**config.mk**
```make
export PLATFORM = sky130hd
export DESIGN_NAME = cp0_timer_unit
export DESIGN_NICKNAME = d
export VERILOG_FILES = /design/src/rtl/cp0_timer_unit.sv
export SDC_FILE = /design/constraint.sdc
export NUM_CORES = 1
export LEC_CHECK = 0
export ABC_CLOCK_PERIOD_IN_PS = 2950
export BUFFER_PORTS_ARGS = -buffer_cell sky130_fd_sc_hd__buf_2
export CAP_MARGIN = 0
export CORE_MARGIN = 3
export CORE_UTILIZATION = 35
export CTS_CLUSTER_SIZE = 14
export DETAILED_ROUTE_END_ITERATION = 8
export PLACE_DENSITY_LB_ADDON = 0.08
export SLEW_MARGIN = 20
export SYNTH_ARGS = -nofsm -noshare
export SYNTH_HDL_FRONTEND = slang
export SYNTH_SLANG_ARGS = --single-unit
```
**constraint.sdc**
```tcl
create_clock -name clk -period 2.95 [get_ports clk]
set_input_delay 0.885 -clock clk [delete_from_list [all_inputs] [get_ports clk]]
set_output_delay 0.885 -clock clk [all_outputs]
set_load 0.02 [all_outputs]
```
**src/rtl/cp0_timer_unit.sv**
```systemverilog
// CP0 timer block: shared COUNT, NUM_TIMERS compare channels with sticky pending, prescaler, hw interrupt synchroniser.
// Optional CP0_TIMER_AUTORELOAD_EN: PRESCALE[31] (AUTO) reloads COUNT to 0 on a channel-0 match.
module cp0_timer_unit #(
    parameter int DATA_WIDTH     = 32,
    parameter int NUM_TIMERS     = 2,
    parameter int HW_INT         = 6,
    parameter int PRESCALE_WIDTH = 8
) (
    input  logic                  clk,
    input  logic                  rst_n,
    input  logic                  count_en,
    input  logic                  reg_we,
    input  logic [4:0]            reg_write_addr,
    input  logic [DATA_WIDTH-1:0] reg_write,
    input  logic [4:0]            reg_read_addr,
    output logic [DATA_WIDTH-1:0] reg_read,
    input  logic [HW_INT-1:0]     hardware_int,
    output logic [HW_INT-1:0]     hw_ip,
    output logic [NUM_TIMERS-1:0] timer_pending,
    output logic                  timer_interrupt,
    output logic [DATA_WIDTH-1:0] count
);

    localparam logic [4:0] ADDR_COUNT    = 5'd9;
    localparam logic [4:0] ADDR_PRESCALE = 5'd22;
    localparam logic [4:0] ADDR_PENDING  = 5'd23;

    // COMPARE0 keeps the legacy address; extra channels live at 24+k.
    function automatic logic [4:0] comp_addr(input int k);
        return (k == 0) ? 5'd11 : 5'(24 + k);
    endfunction

    logic [DATA_WIDTH-1:0]     compare [NUM_TIMERS];
    logic [PRESCALE_WIDTH-1:0] prescale;
    logic [PRESCALE_WIDTH-1:0] prescale_cnt;
    logic [HW_INT-1:0]         sync_q1;
    logic [HW_INT-1:0]         sync_q2;
    logic [NUM_TIMERS-1:0]     comp_we;
    logic [NUM_TIMERS-1:0]     match;
    logic                      tick;
    logic                      count_we;
    logic                      prescale_we;
    logic                      pending_we;
    logic                      count_reload;
`ifdef CP0_TIMER_AUTORELOAD_EN
    logic                      auto_reload;
`endif

    assign count_we    = reg_we && (reg_write_addr == ADDR_COUNT);
    assign prescale_we = reg_we && (reg_write_addr == ADDR_PRESCALE);
    assign pending_we  = reg_we && (reg_write_addr == ADDR_PENDING);
    assign tick        = count_en && (prescale_cnt == prescale);

    always_comb begin
        comp_we = '0;
        match   = '0;
        for (int k = 0; k < NUM_TIMERS; k++) begin
            comp_we[k] = reg_we && (reg_write_addr == comp_addr(k));
            match[k]   = tick && (compare[k] != '0) && (count == compare[k]);
        end
    end

`ifdef CP0_TIMER_AUTORELOAD_EN
    assign count_reload = auto_reload && match[0];
`else
    assign count_reload = 1'b0;
`endif

    always_ff @(posedge clk or negedge rst_n) begin
        if (!rst_n) begin
            count        <= '0;
            prescale     <= '0;
            prescale_cnt <= '0;
        end else begin
            if (count_we)
                count <= reg_write;
            else if (tick)
                count <= count_reload ? '0 : count + 1'b1;

            if (prescale_we)
                prescale <= reg_write[PRESCALE_WIDTH-1:0];

            if (count_we || prescale_we)
                prescale_cnt <= '0;
            else if (count_en)
                prescale_cnt <= tick ? '0 : prescale_cnt + 1'b1;
        end
    end

`ifdef CP0_TIMER_AUTORELOAD_EN
    always_ff @(posedge clk or negedge rst_n) begin
        if (!rst_n)
            auto_reload <= 1'b0;
        else if (prescale_we)
            auto_reload <= reg_write[31];
    end
`endif

    // Priority per bit: COMPARE write clears, then a match sets, then a W1C clear.
    always_ff @(posedge clk or negedge rst_n) begin
        if (!rst_n) begin
            timer_pending <= '0;
            for (int k = 0; k < NUM_TIMERS; k++)
                compare[k] <= '0;
        end else begin
            for (int k = 0; k < NUM_TIMERS; k++) begin
                if (comp_we[k]) begin
                    compare[k]       <= reg_write;
                    timer_pending[k] <= 1'b0;
                end else if (match[k]) begin
                    timer_pending[k] <= 1'b1;
                end else if (pending_we && reg_write[k]) begin
                    timer_pending[k] <= 1'b0;
                end
            end
        end
    end

    always_ff @(posedge clk or negedge rst_n) begin
        if (!rst_n) begin
            sync_q1 <= '0;
            sync_q2 <= '0;
        end else begin
            sync_q1 <= hardware_int;
            sync_q2 <= sync_q1;
        end
    end

    assign hw_ip           = sync_q2;
    assign timer_interrupt = |timer_pending;

    always_comb begin
        reg_read = '0;
        if (rst_n) begin
            case (reg_read_addr)
                ADDR_COUNT:    reg_read = count;
                ADDR_PRESCALE: begin
                    reg_read[PRESCALE_WIDTH-1:0] = prescale;
`ifdef CP0_TIMER_AUTORELOAD_EN
                    reg_read[31] = auto_reload;
`endif
                end
                ADDR_PENDING:  reg_read[NUM_TIMERS-1:0] = timer_pending;
                default: begin
                    for (int k = 0; k < NUM_TIMERS; k++)
                        if (reg_read_addr == comp_addr(k))
                            reg_read = compare[k];
                end
            endcase
        end
    end

endmodule
```
== After elaboration in Yosys (flattened, before gate mapping) ==
Cells that the tools add are included.

* Output and inout bits: 73
* Input bits: 52
* Bits in registers: 126
* Word-level logic and storage cells: 62

* Mux-type cells: 17
* Reduce and logical (&&, ||, !) cells: 21
* $add $sub $neg: 2
* Eq/ne operators: 13

{| class="wikitable"
|+ Operator list
! operator !! count
|-
| 2-to-1 mux 32 bit || 5
|-
| == test 32 bit || 2
|-
| nonzero test 32 bit || 2
|-
| one-hot mux 24 bit (2 select lines) || 1
|-
| adder 32 x 1 -> 32 bit, second input constant || 1
|-
| == test 5 bit, second input constant || 6
|-
| 2-to-1 mux 8 bit || 3
|-
| == test 5 x 4 -> 1 bit, second input constant || 4
|-
| one-hot mux 6 bit (3 select lines) || 1
|-
| logical AND 1 bit || 12
|-
| adder 8 x 1 -> 8 bit, second input constant || 1
|-
| == test 8 bit || 1
|-
| 2-to-1 mux 1 bit || 6
|-
| one-hot mux 2 bit (3 select lines) || 1
|-
| nonzero test 3 bit || 2
|-
| nonzero test 2 bit || 2
|-
| OR reduction 2 bit || 2
|-
| logical OR 1 bit || 1
|}

== Longest topological paths before layout ==
* Word-level depth: 6
* Mapped depth: 9
* Mapped depth without buffers: 6

== Worst setup path after synthesis ==
Ideal clock, no wire load.

* Kind: in2out
* From: input port reg_read_addr[2]
* To: output port reg_read[11]
* Path slack: -0.340 ns
* Cell stages on the path: 6
* Arrival time: 2.405 ns
* Data required time: 2.065 ns
* Cells stage by stage: or3_1 > clkbuf_1 > nor2_1 > clkbuf_1 > a222oi_1 > nor2b_1

* Longest elaborated chain between the ends: 5

{| class="wikitable"
|+ Ends and longest elaborated chain
! item !! RTL line !! source
|-
| start, declared || 15 || <nowiki>input logic [4:0] reg_read_addr,</nowiki>
|-
| == test 5 x 4 -> 1 bit || 146 || <nowiki>if (reg_read_addr == comp_addr(k))</nowiki>
|-
| 2-to-1 mux 32 bit (2 in a row) || 146 ||
|-
| one-hot mux 24 bit (2 select lines) (*) || 135 || <nowiki>case (reg_read_addr)</nowiki>
|-
| 2-to-1 mux 32 bit (*) || 134 || <nowiki>if (rst_n) begin</nowiki>
|-
| end, declared || 16 || <nowiki>output logic [DATA_WIDTH-1:0] reg_read,</nowiki>
|}

Mark *: on every way between the ends. The rest lies on a longest branch, timed or not.

== Worst setup path after layout ==
* From: input port reg_read_addr[2]
* To: output port reg_read[14]

The elaborated chain is that of the path after synthesis.

==> metrics.txt <==
Max FO, Critical Path=11; run status=finished, violations left; CP max stage cell=or3_4; Post-synth EDFFs=0; reg2reg path depth=5; Slew Viols, Final=0; Starting Density=0.357; WHS=351 ps; synthesized cell area=0.00728 mm2; Crit Path Category=primary input to output port; fin nets=896; RSZ-0062 raised after global routing=yes; CP top delay family=simple AND/OR/NAND/NOR gates; asr flop ratio synth=1.00; Vias/cell=5.82; global-route usage over all layers=0.234; Port-buffer cells=124; Setup WS post-layout=-119 ps; WP data arrival=2180 ps; post-route cell area=0.00940 mm2; drt first-iter violations=577; clock slew at reported path FFs=60 ps; max cap viols=0; H-tree depth=4; clk buf depth=2; CP startpoint=reg_read_addr[2]; slowest cell delay on critical path=430 ps; final non-filler cell total=1125; Routed Antenna Nets=0; die height=150 um; critical path capture point=reg_read[14]; CTS Hold Bufs=0; largest net degree at the start of global routing=58; dpl cell area=0.00850 mm2; WL/cell=22.9 um; Final setup violation count=29; Buf/Inv on CP=4; Hold Path Class=flip-flop to flip-flop; R2R Setup Slk=470 ps; final period utilization=1.04; CP Capture Type=output port; antenna fix cells=0; IO Count=125; #FFs+latches synth=126; most common library cells after synthesis=dfrtp_1 (126), mux2_2 (73), xor2_1 (59), clkbuf_1 (50), nor2_1 (40); Initial DRT Pass Iterations=7; post-synth cell types=45; post-synth top area share=0.433; R2R Path End=count[28]; std cell rows=52; register area share after synthesis=0.433; worst path required time=2070 ps; most common cell in the netlist=dfrtp_1; Synth Warn #=0; r2r startpoint=count[6]; largest cells by area after synthesis=dfrtp_1 (43%), mux2_2 (11%), xor2_1 (7.1%); CTS tree=done; Die X=150 um; top_reg_cell synth=dfrtp_1; worst slew margin relative to its limit=0.586; total gr overflow=0; final wirelength=25.8 mm; setup TNS=-2380 ps; Fin. Hold Viols=0; HPWL Detailed=19.0 mm; worst clock skew=6.96 ps; Die Area=0.0226 mm2; Crit path depth=8; routability cong.=0.895; core area=0.0204 mm2; root buf cell=clkbuf_16; failing checks=setup timing; Post-Synthesis Cells=716; Achievable Freq=326 MHz; min Tclk post-route=3070 ps; share of cells above drive strength 1=0.361; Tightest Pin Transition=621 ps; area delta synth->final=29.1%; CP Cell Sequence=buf_6 -> or3_4 -> nor2_4 -> buf_12 -> buf_12 -> a222oi_1 -> nor2b_2 -> buf_6; peak supply drop=0.399 mV; vias=6553; CTS sink count=126; leakage=4.03 nW; worst-skew pair later-pin latency=430 ps; vias in the first global route=6721; post-layout power=0.00646 W; post-synth top area cell=dfrtp_1; PwrDens=688 mW/mm2; total CTS buffers=17; DR DRC count=0; Synthesized Nets=770; first-pass GRT wire length=39.7 mm; Avg Cell Area, Syn=10.2 um2; Post-Place Cells=1091; initial antenna violation count=0; # fillers=1948; critical path launch point type=primary input
kinds of logic (layout without fill, tap and decap cells):
| logic type | Yosys count | after routing | share of synthesized area |
|---|---|---|---|
| DFF | 126 | 126 | 0.433 |
| muxes | 85 | 85 | 0.129 |
| buffers and inverters | 70 | 209 | 0.0382 |
| AOI/OAI and AO/OA | 107 | 107 | 0.106 |
| xor gates and xnor gates | 79 | 79 | 0.0951 |
| adders and majority gates | 2 | 2 | 0.00344 |
| and+or+nand+nor | 247 | 247 | 0.195 |
timing repair:
item                       4_1_cts  5_1_grt
setup endpoints to repair       32       32
pin swaps                        3       11
gates cloned                     0        1
resized for setup               61       15
buffers inserted                 0        2
worst min path at each step:
| stage | start | endpoint | slack, ps | cells past startpoint |
|---|---|---|---|---|
| 2_1_floorplan | sync_q1[0] | hw_ip[0] | 330 | 0 |
| 3_3_place_gp | sync_q1[2] | hw_ip[2] | 330 | 0 |
| 3_5_place_dp | sync_q1[4] | hw_ip[4] | 340 | 0 |
| 4_1_cts | sync_q1[3] | hw_ip[3] | 350 | 0 |
| 5_1_grt | sync_q1[1] | hw_ip[1] | 370 | 0 |
| 6_report | sync_q1[4] | hw_ip[4] | 350 | 0 |
metal layers:
layer / part of all wire / track usage
met1: 0.44 / 0.317
met2: 0.48 / 0.378
met3: 0.058 / 0.0397
met4: 0.026 / 0.0846
met5: 0 / 0
final cells by class:
type                    count  area (um2)  area share
clock buffers              17         425      0.0453
flip-flops and latches    126        3150       0.336
multi-input cells         520        3980       0.423
clock inverters            15         185      0.0197
well taps                 270         338      0.0359
repair buffers            166        1280       0.136
inverters                  11        41.3     0.00439
stage by stage:
stage | worst slack (ps) | utilization
2_1_floorplan | -24.4 | -
3_3_place_gp | -244 | 0.417
3_5_place_dp | -289 | 0.417
4_1_cts | -147 | 0.456
5_1_grt | -184 | 0.461
6_report | -119 | 0.461
layout by cell type (no fill, tap or decap), types with 3 or more instances in the layout:
master	n
buf_6	31
clkbuf_16	18
buf_12	9
buf_2	88
o21ai_1	5
nor4_1	35
a222oi_1	24
nand3_1	13
or4_1	17
o31ai_1	14
buf_4	36
nand4b_1	5
inv_1	11
clkinv_4	4
nor2b_1	5
and3_1	10
nor2_1	37
o21ai_0	19
inv_6	4
a211o_1	3
nand3b_1	5
and2_1	7
nor2b_2	22
bufinv_16	3
or3_1	10
nand4_1	22
xor2_1	59
a22oi_1	3
a31oi_1	24
o41ai_1	3
a21oi_1	5
nand2_1	28
dfrtp_1	126
xnor2_1	20
and4_1	3
nor3_1	10
mux2_2	73
mux2i_1	12
worst reg2reg max path, cell delays in order, from the launching register on:
cell	delay, ps
dfrtp_1	560
nand4_1	300
nor2_1	290
nand4_1	450
or4_1	620
a31oi_1	180
registers in the layout, indices dropped and copies added (netlist names):
name	count
compare	64
count	32
prescale	8
prescale_cnt	8
hw_ip	6
sync_q1	6
timer_pending	2
power breakdown:
part | switching (W) | leakage, nW | total [W] | internal (W)
clock network | 0.000847 | 0.295 | 0.00219 | 0.00134
logic | 0.000850 | 2.18 | 0.00157 | 0.000715
registers | 0.000654 | 1.56 | 0.00271 | 0.00206
total | 0.00235 | 4.03 | 0.00646 | 0.00411
Note: power is estimated with default switching activity, not from simulation.
